[src/rtl/uart_rx.sv]
`default_nettype none
// ============================================================================
//  Module      : uart_rx
//  Description : UART receiver. rx is double-flopped into the clk domain.
//                A falling edge of the synchronised line starts a frame.
//                Each bit is sampled once, near the middle of its bit period:
//                start bit, data_width data bits LSB first, an optional
//                even-parity bit, then the stop bit. The block returns to
//                idle right after the stop sample, so back-to-back frames
//                need no idle gap.
//  Optional    : define UART_RX_PARITY_EN to add the parity bit, the PARITY
//                state and the parity_err port.
//  Parameters  : data_width   - data bits per frame (5..9)
//                clks_per_bit - clk cycles per bit period (even, >= 4)
//  Ports       : clk        - clock, rising edge
//                rst        - synchronous active-high reset
//                rx_en      - enables start-bit detection only
//                rx         - asynchronous serial input, idle high
//                data       - last received word, held until the next done
//                done       - one-cycle pulse at the stop-bit sample
//                busy       - high while a frame is in progress
//                frame_err  - stop bit of the last frame was sampled low
//                parity_err - parity of the last frame was wrong (option)
//  Revision    : 1.0 - initial release
// ============================================================================
module uart_rx #(
  parameter int data_width   = 8,
  parameter int clks_per_bit = 16
) (
  input  logic                  clk,
  input  logic                  rst,
  input  logic                  rx_en,
  input  logic                  rx,
  output logic [data_width-1:0] data,
  output logic                  done,
  output logic                  busy,
`ifdef UART_RX_PARITY_EN
  output logic                  parity_err,
`endif
  output logic                  frame_err
);

  localparam int CNT_W = (clks_per_bit > 2) ? $clog2(clks_per_bit) : 1;
  localparam int IDX_W = (data_width > 2) ? $clog2(data_width) : 1;

  localparam logic [CNT_W-1:0] c_cnt_half = CNT_W'(clks_per_bit / 2 - 1);
  localparam logic [CNT_W-1:0] c_cnt_last = CNT_W'(clks_per_bit - 1);
  localparam logic [IDX_W-1:0] c_idx_last = IDX_W'(data_width - 1);

  typedef enum logic [2:0] {
    S_IDLE   = 3'd0,
    S_START  = 3'd1,
    S_DATA   = 3'd2,
`ifdef UART_RX_PARITY_EN
    S_PARITY = 3'd4,
`endif
    S_STOP   = 3'd3
  } state_t;

  // Synchroniser and edge-detect history; all reset to the idle (high) level
  // so that a reset never manufactures a falling edge.
  logic r_sync1;
  logic r_sync2;
  logic r_rx_prev;
  logic w_rx_s;

  assign w_rx_s = r_sync2;

  always_ff @(posedge clk) begin
    if (rst) begin
      r_sync1   <= 1'b1;
      r_sync2   <= 1'b1;
      r_rx_prev <= 1'b1;
    end else begin
      r_sync1   <= rx;
      r_sync2   <= r_sync1;
      r_rx_prev <= w_rx_s;
    end
  end

  state_t                r_state;
  logic [CNT_W-1:0]      r_cnt;
  logic [IDX_W-1:0]      r_idx;
  logic [data_width-1:0] r_shift;
  logic [data_width-1:0] r_data;
  logic                  r_done;
  logic                  r_busy;
  logic                  r_frame_err;
`ifdef UART_RX_PARITY_EN
  logic                  r_par_bit;
  logic                  r_parity_err;
`endif

  always_ff @(posedge clk) begin
    if (rst) begin
      r_state      <= S_IDLE;
      r_cnt        <= '0;
      r_idx        <= '0;
      r_shift      <= '0;
      r_data       <= '0;
      r_done       <= 1'b0;
      r_busy       <= 1'b0;
      r_frame_err  <= 1'b0;
`ifdef UART_RX_PARITY_EN
      r_par_bit    <= 1'b0;
      r_parity_err <= 1'b0;
`endif
    end else begin
      r_done <= 1'b0;
      case (r_state)
        S_IDLE: begin
          // Requires a real high-to-low transition, so a line stuck low
          // after a framing error cannot retrigger reception.
          if (rx_en && r_rx_prev && !w_rx_s) begin
            r_state <= S_START;
            r_cnt   <= '0;
            r_busy  <= 1'b1;
          end
        end

        S_START: begin
          if (r_cnt == c_cnt_half) begin
            r_cnt <= '0;
            if (w_rx_s) begin
              // Line is high again at mid start bit: a glitch, not a frame.
              r_state <= S_IDLE;
              r_busy  <= 1'b0;
            end else begin
              r_state <= S_DATA;
              r_idx   <= '0;
            end
          end else begin
            r_cnt <= r_cnt + 1'b1;
          end
        end

        S_DATA: begin
          if (r_cnt == c_cnt_last) begin
            r_cnt   <= '0;
            r_shift <= {w_rx_s, r_shift[data_width-1:1]};
            if (r_idx == c_idx_last) begin
              r_idx   <= '0;
`ifdef UART_RX_PARITY_EN
              r_state <= S_PARITY;
`else
              r_state <= S_STOP;
`endif
            end else begin
              r_idx <= r_idx + 1'b1;
            end
          end else begin
            r_cnt <= r_cnt + 1'b1;
          end
        end

`ifdef UART_RX_PARITY_EN
        S_PARITY: begin
          if (r_cnt == c_cnt_last) begin
            r_cnt     <= '0;
            r_par_bit <= w_rx_s;
            r_state   <= S_STOP;
          end else begin
            r_cnt <= r_cnt + 1'b1;
          end
        end
`endif

        S_STOP: begin
          // Results are published at the stop sample and the FSM goes idle
          // immediately; the rest of the stop bit overlaps idle time.
          if (r_cnt == c_cnt_last) begin
            r_cnt        <= '0;
            r_state      <= S_IDLE;
            r_busy       <= 1'b0;
            r_done       <= 1'b1;
            r_data       <= r_shift;
            r_frame_err  <= ~w_rx_s;
`ifdef UART_RX_PARITY_EN
            r_parity_err <= (^r_shift) ^ r_par_bit;
`endif
          end else begin
            r_cnt <= r_cnt + 1'b1;
          end
        end

        default: begin
          r_state <= S_IDLE;
          r_cnt   <= '0;
          r_busy  <= 1'b0;
        end
      endcase
    end
  end

  assign data       = r_data;
  assign done       = r_done;
  assign busy       = r_busy;
  assign frame_err  = r_frame_err;
`ifdef UART_RX_PARITY_EN
  assign parity_err = r_parity_err;
`endif

endmodule
`default_nettype wire

[config.mk]
export PLATFORM = sky130hd
export DESIGN_NAME = uart_rx
export DESIGN_NICKNAME = d
export VERILOG_FILES = /design/src/rtl/uart_rx.sv
export SDC_FILE = /design/constraint.sdc
export NUM_CORES = 1
export LEC_CHECK = 0
export ABC_AREA = 1
export BUFFER_PORTS_ARGS = -buffer_cell sky130_fd_sc_hd__buf_4
export CAP_MARGIN = 20
export CORE_MARGIN = 5
export CORE_UTILIZATION = 23
export DETAILED_ROUTE_END_ITERATION = 16
export PLACE_DENSITY = 0.44
export SYNTH_ARGS = -nofsm -noshare
export SYNTH_HDL_FRONTEND = slang
export SYNTH_SLANG_ARGS = --single-unit
[constraint.sdc]
create_clock -name clk -period 1.47 [get_ports clk]
set_input_delay 0.0735 -clock clk [delete_from_list [all_inputs] [get_ports clk]]
set_output_delay 0.0735 -clock clk [all_outputs]
set_load 0.02 [all_outputs]
==> results of run 1 <==
==> cell usage after synthesis, drive strengths merged <==
master | instances | area (sq um)
nor3b | 1 | 7.510
nor2 | 43 | 177.7
ha | 3 | 37.54
nand3b | 1 | 7.510
a211oi | 1 | 7.510
a21oi | 11 | 55.05
or2 | 2 | 12.51
o21ai | 20 | 100.1
o211ai | 1 | 7.510
buf | 2 | 18.77
clkbuf | 2 | 7.510
nand4 | 1 | 6.260
nand3 | 6 | 42.54
clkinv | 1 | 3.750
dfxtp | 31 | 620.6
inv | 11 | 46.30
nand2 | 22 | 105.1
==> worst max-delay path: stages, from the launching register on <==
cell and delay, ns:
dfxtp_2 0.35, ha_4 0.16, nand3_4 0.07, buf_4 0.17, nor2_8 0.13, inv_6 0.06
nand2_4 0.07, nand2_4 0.06, a21oi_1 0.12, nor2_1 0.05
==> layout by cell type (no fill, tap or decap) <==
cell type      instances
inv_2                  1
clkinvlp_4             1
nand3_4                1
dfxtp_1               28
ha_4                   1
nor2_1                42
dlygate4sd3_1          1
inv_1                 10
nor3b_1                1
clkbuf_8               7
a211oi_1               1
o21ai_0               20
nand2_4                3
dfxtp_2                3
nand3b_1               1
buf_4                 24
nor2_8                 1
inv_6                  1
nand4_1                1
nand2_1               19
or2_2                  2
nand3_1                5
ha_1                   2
a21oi_1               11
o211ai_1               1
==> power by group through the flow <==
stage | Sequential [mW] | Combinational (mW) | Clock (mW)
after floorplan | 0.890 | 0.0833 | 0
after global placement | 0.890 | 0.149 | 0
after detailed placement | 0.889 | 0.145 | 0
after CTS | 0.870 | 0.148 | 0.781
after global routing | 0.879 | 0.166 | 0.824
final | 0.876 | 0.148 | 0.749
==> layout make-up <==
type / count / area (sq um) / share of cell area, %
Timing Repair Buffer: 25 / 190.2 / 11.61
Multi-Input combinational cell: 112 / 579.3 / 35.37
Inverter: 12 / 50.05 / 3.056
Clock inverter: 1 / 7.507 / 0.4584
Clock buffer: 7 / 96.34 / 5.882
Sequential cell: 31 / 624.3 / 38.12
Tap cell: 72 / 90.09 / 5.500
==> per-layer routing <==
layer	vias to the layer above	track usage (%)	routed length, um
met5	-	0	0
li1	571	-	-
met4	0	3.509	55
met3	6	2.764	92
met2	16	13.34	1231
met1	463	10.38	1258
==> per-stage QoR <==
step / instances / power [mW] / utilization (%) / area (sq um)
CTS: 260 / 1.798 / 29.81 / 1622
finish: 260 / 1.773 / 30.11 / 1638
global placement: 251 / 1.039 / 27.72 / 1508
detailed placement: 251 / 1.034 / 27.72 / 1508
global route: 260 / 1.869 / 30.11 / 1638
floorplan: 159 / 0.9733 / - / 1264
==> registers in the layout, summed over array words and instances, names as in the netlist, 2 cells and up <==
register and flops:
r_idx 3, r_shift 8, r_cnt 4, r_state 2
data 8
==> cell families (layout without fill, tap and decap cells) <==
kind of cell,count (synthesis),in the layout
simple gates,76,76
flops,31,31
buf+inv,16,45
compound gates,33,33
fa+ha+maj,3,3
==> final timing paths <==
check / slack (ns) / end / startpoint / cells past startpoint
setup / recovery: 0.12 / r_idx[1]$_SDFFE_PP0P_ / r_cnt[0]$_SDFFE_PP0P_ / 9
hold / removal: 0.05 / r_cnt[1]$_SDFFE_PP0P_ / rst / 2
setup reg to reg: 0.12 / r_idx[1]$_SDFFE_PP0P_ / r_cnt[0]$_SDFFE_PP0P_ / 9
hold reg to reg: 0.41 / r_sync2$_SDFF_PP1_ / r_sync1$_SDFF_PP1_ / 1
==> repair_timing <==
| item | in CTS | in global routing |
|---|---|---|
| hold buffers | 1 | 0 |
| resized for setup | 0 | 6 |
| hold endpoints to repair | 1 | 0 |
| endpoints found under the setup margin | 0 | 14 |
==> results.tsv, run 1 <==
stage	metric	value	unit
routing	drc	0	
global_route	grt_overflow	0	
clocking	clockRootBuffer	clkbuf_8	
pwr	power.share.switching	23.90	%
routing	dr.pass1.iters	4	
clocking	cts_tree	built	
yosys	yosys.area_share.simple	28.42	%
setup_path	start_kind	register	
yosys	ys_types	22	
yosys	synth_xor_area_share	0	%
timing	report.final.hold_viol_count	0	
clocking	numCtsBuffers	5	
yosys	syn-instance-count	159	
finish	synthToLayoutAreaGrowth	29.60	%
yosys	post_synth_instance_area	0.001264	sq mm
yosys	avgSynthCellArea	7.948	sq um
hold_path	hp-class	primary input to register	
pwr	p_comb_share	8.4	%
timing	setup_tns	0	ns
yosys	ys_seq_area_share	49.11	%
timing	final.min_clock_period	1.351	ns
timing	hold_ws	0.05005	ns
die	initial_core_util	23.23	%
timing	skew	0.004918	ns
yosys	ys_ff_latch	31	
routing	routed_wl	2638	um
finish	finalNetCount	194	
yosys	synth_compound_area_share	13.47	%
pwr	p_leak	0.7918	nW
clocking	h-tree-depth	2	
timing	maxSlewViolCount	0	
yosys	synth_fa_ha_area_share	2.970	%
yosys	synth_top_family_by_area	simple AND/OR/NAND/NOR gates	
pwr	powerDensity	1083	mW/mm^2
yosys	yosysWarningCount	0	
routing	via_count	1056	
global_route	antenna_found_initial	0	
global_route	grt_pass1_vias	1026	
run	cap_violations	0	
pwr	power_frac_seq	49.4	%
placement	port_buffers	14	
yosys	syn-num-nets	166	
timing	clock.fmax	0.7403	GHz
pwr	p_int	1.349	mW
timing	setup_viol	0	
setup_path	crit_path_end_kind	register	
routing	avgViaCountPerCell	4.062	
finish	layout-drive-gt1-share	23.94	%
timing	tightest_slew	0.2370	ns
setup_path	crit_type	register to register	
clocking	clk_pin_slew	0.07	ns
clocking	clock_sinks	31	
finish	n_antenna_cell	0	
placement	dp_hpwl	1847	um
clocking	postCtsSetupRepairBufs	0	
timing	fin_ws	0.1191	ns
timing	grt_setup_unrepaired	false	
global_route	grt_usage	8.389	%
routing	first_iter_violations	19	
routing	wire_per_inst	10.15	um
die	die_area	0.007077	sq mm
die	rows	27	
setup_path	arrival	1.53	ns
clocking	insertion_delay	0.28	ns
timing	period_share	91.90	%
yosys	muxShareOfSynthArea	0	%
pwr	vdd_drop_max	0.5502	mV
finish	fill_cells	561	
die	fp.dieW	84.13	um
die	ios	15	
die	die_h	84.13	um
timing	slew_headroom	84.18	%
die	core	0.005439	sq mm
clocking	clockBufferDepth	2	
setup_path	cp_data_required_time	1.65	ns
routing	ant_nets	0	
setup_path	crit_fanout	8	
global_route	grt_first_pass_wirelength	4761	um
placement	routabilityCongestion	0.7191	
placement	dp_slack	0.02313	ns
run_status	status	complete, no violations	
pwr	p_clk_share	42.2	%
global_route	grt_max_degree	21	
pwr	p_sw	0.4237	mW
Power figures use the tool's default switching activity.
==> inputs of run 2 (changes only) <==
ABC_AREA = not set   (was 1)
==> run 2 against run 1 <==
Effect of this change:
- sequential share of layout area decreased by 1.8 points
- die area up 7.3%
- total power shrank 12%
- critical path depth is 5 lower
- sequential power shrank 2.9%
- register-to-register slack got worse by 0.05 ns
- largest power group unchanged
- cell area is 4.8% higher
- clock-buffer cell count is 1 lower
- highest routed layer unchanged
==> results.tsv, run 2 <==
stage	metric	value	unit	change
yosys	ys_seq_area_share	45.34	%	-3.8 points
hold_path	min_from	rst		
timing	clock.fmax	0.7133	GHz	-3.6%
yosys	yosys.area.top_type	dfxtp_1		
yosys	ys_ff_latch	31		unchanged
routing	first_iter_violations	29		+10
routing	via_count	1163		+10%
die	ios	15		unchanged
yosys	async_flop_share	0	%	unchanged
run	cap_violations	0		unchanged
yosys	synth_edf_count	0		unchanged
yosys	syn-instance-count	152		-4.4%
timing	slew_headroom	76.06	%	-8.1 points
timing	tightest_slew	0.3591	ns	+0.1221 ns
placement	routabilityCongestion	0.7966		+11%
clocking	clk_pin_slew	0.06	ns	about the same
pwr	powerDensity	911.5	mW/mm^2	-16%
routing	routed_wl	3016	um	+14%
yosys	ys_types	39		+77%
timing	report.final.hold_viol_count	0		unchanged
timing	maxSlewViolCount	0		unchanged
timing	period_share	95.37	%	+3.5 points
timing	skew	0.002359	ns	-0.002559 ns
clocking	h-tree-depth	2		unchanged
yosys	synth_top_area_share	45.34	%	-3.8 points
timing	setup_tns	0	ns	unchanged
yosys	avgSynthCellArea	9.005	sq um	+13%
routing	dr.pass1.iters	4		unchanged
die	core	0.005851	sq mm	+7.6%
global_route	grt_pass1_vias	1172		+14%
yosys	yosys.area_share.simple	23.22	%	-5.2 points
yosys	yosysWarningCount	0		unchanged
die	initial_core_util	23.40	%	+0.16 points
placement	placed_cells	242		-3.6%
yosys	synth_flop_cell	dfxtp_1		
routing	wire_per_inst	12.06	um	+19%
timing	final.min_clock_period	1.402	ns	+0.05106 ns
finish	fill_cells	643		+15%
yosys	synth_fa_ha_area_share	2.742	%	-0.23 points
placement	port_buffers	14		unchanged
clocking	clockBufferDepth	2		unchanged
yosys	post_synth_instance_area	0.001369	sq mm	+8.3%
hold_path	hp-class	primary input to register		
die	die_h	87.15	um	+3.6%
clocking	cts_tree	built		
clocking	clock_sinks	31		unchanged
pwr	power_frac_seq	54.4	%	+5.0 points
setup_path	r2r_start	r_idx[0]$_SDFFE_PP0P_		
global_route	grt_max_degree	37		+76%
pwr	p_int	1.232	mW	-8.7%
yosys	muxShareOfSynthArea	2.925	%	+2.9 points
setup_path	crit_fanout	3		-5
global_route	grt_overflow	0		unchanged
setup_path	crit_type	register to register		
yosys	synth_xor_area_share	0.6399	%	+0.64 points
clocking	clockRootBuffer	clkbuf_8		
global_route	antenna_found_initial	0		unchanged
setup_path	start_kind	register		
yosys	synth_compound_area_share	20.20	%	+6.7 points
setup_path	arrival	1.60	ns	+0.07 ns
pwr	p_leak	0.6463	nW	-18%
routing	avgViaCountPerCell	4.652		+15%
timing	setup_viol	0		unchanged
die	die_area	0.007594	sq mm	+7.3%
die	fp.dieW	87.15	um	+3.6%
run_status	status	complete, no violations		
die	rows	28		+3.7%
setup_path	crit_path_end_kind	register		
clocking	insertion_delay	0.27	ns	about the same
global_route	grt_first_pass_wirelength	5202	um	+9.3%
clocking	numCtsBuffers	5		unchanged
finish	n_antenna_cell	0		unchanged
placement	dp_hpwl	2060	um	+12%
routing	drc	0		unchanged
finish	stdcell_count	250		-3.8%
finish	final_common_cell	dfxtp_1		
pwr	p_sw	0.3328	mW	-21%
finish	synthToLayoutAreaGrowth	25.41	%	
pwr	p_comb_share	2.9	%	-5.5 points
pwr	vdd_drop_max	0.5546	mV	+0.81%
clocking	postCtsSetupRepairBufs	0		unchanged
pwr	power.share.switching	21.27	%	-2.6 points
yosys	synthTopCellsByCount	dfxtp_1, a21oi_1, nand3_1, o21ai_0, buf_2		
finish	layout_common_cells	dfxtp_1, buf_4, nand3_1, a21oi_1, o21ai_0		
yosys	synth_most_common_cell	dfxtp_1		
timing	grt_setup_unrepaired	false		
global_route	grt_usage	8.634	%	+0.24 points
yosys	netlist_top_cells_area	dfxtp_1, a21oi_1, nand3_1		
setup_path	critPathLaunch	r_idx[0]$_SDFFE_PP0P_		
routing	ant_nets	0		unchanged
yosys	syn-num-nets	159		-4.2%
finish	layout-drive-gt1-share	27.43	%	+3.5 points
yosys	synth_top_family_by_area	simple AND/OR/NAND/NOR gates		
setup_path	cp_data_required_time	1.67	ns	+0.02 ns
finish	finalNetCount	182		-6.2%
pwr	p_clk_share	42.8	%	+0.6 points
pwr	total_power	1.565	mW	-12%
run 2: logic make-up after synthesis:
group	Yosys count
xor+xnor	1
buf+inv	14
flops	31
simple gates	51
compound gates	48
fa+ha+maj	3
mux	4
run 2: layer usage:
metal / track usage (%) / vias up / wire length [um]
li1: - / 596 / -
met1: 10.45 / 540 / 1476
met2: 14.29 / 22 / 1360
met3: 2.838 / 5 / 143
met4: 3.068 / 0 / 35
met5: 0 / - / 0
run 2: worst paths after layout:
check | endpoint | cells past startpoint | slack [ns]
hold reg to reg | r_sync2$_SDFF_PP1_ | 1 | 0.43
hold / removal | data[1]$_SDFFE_PP0P_ | 2 | 0.21
setup / recovery | r_idx[0]$_SDFFE_PP0P_ | 4 | 0.07
setup reg to reg | r_idx[0]$_SDFFE_PP0P_ | 4 | 0.07
run 2: area by class of cell:
type	count	area, sq um	area share [%]
clock inverters	1	5.005	0.2915
multi-input cells	107	695.7	40.52
inverters	3	11.26	0.6560
well taps	75	93.84	5.466
flip-flops and latches	31	623.1	36.30
repair buffers	27	205.2	11.95
clock buffers	6	82.58	4.810
run 2: timing repair:
action | 4_1_cts | 5_1_grt
endpoints found under the setup margin | 0 | 13
gates resized for setup | 0 | 7
hold buffers | 1 | 0
endpoints found under the hold margin | 1 | 0
run 2: metrics by stage:
step | setup WS, ns | hold WS [ns] | area (sq um) | utilization (%)
4_1_cts | 0.003044 | 0.1956 | 1699 | 29.04
3_3_place_gp | 0.09343 | 0.2611 | 1602 | 27.37
6_report | 0.06807 | 0.2072 | 1717 | 29.34
5_1_grt | 0.01836 | 0.2157 | 1717 | 29.34
2_1_floorplan | 0.1228 | 0.1773 | 1369 | -
3_5_place_dp | 0.01820 | 0.2611 | 1602 | 27.37
run 2: power groups by stage:
stage	Sequential, mW	Combinational [mW]	Clock, mW
2_1_floorplan	0.868	0.0283	0
3_3_place_gp	0.869	0.0421	0
3_5_place_dp	0.869	0.0427	0
4_1_cts	0.850	0.0446	0.698
5_1_grt	0.851	0.0492	0.734
6_report	0.851	0.0449	0.669
run 2: worst max-delay path, cell delays in order (launching register included):
cell	delay (ns)
dfxtp_2	0.33
ha_2	0.17
ha_2	0.18
or4_4	0.50
mux2i_1	0.14
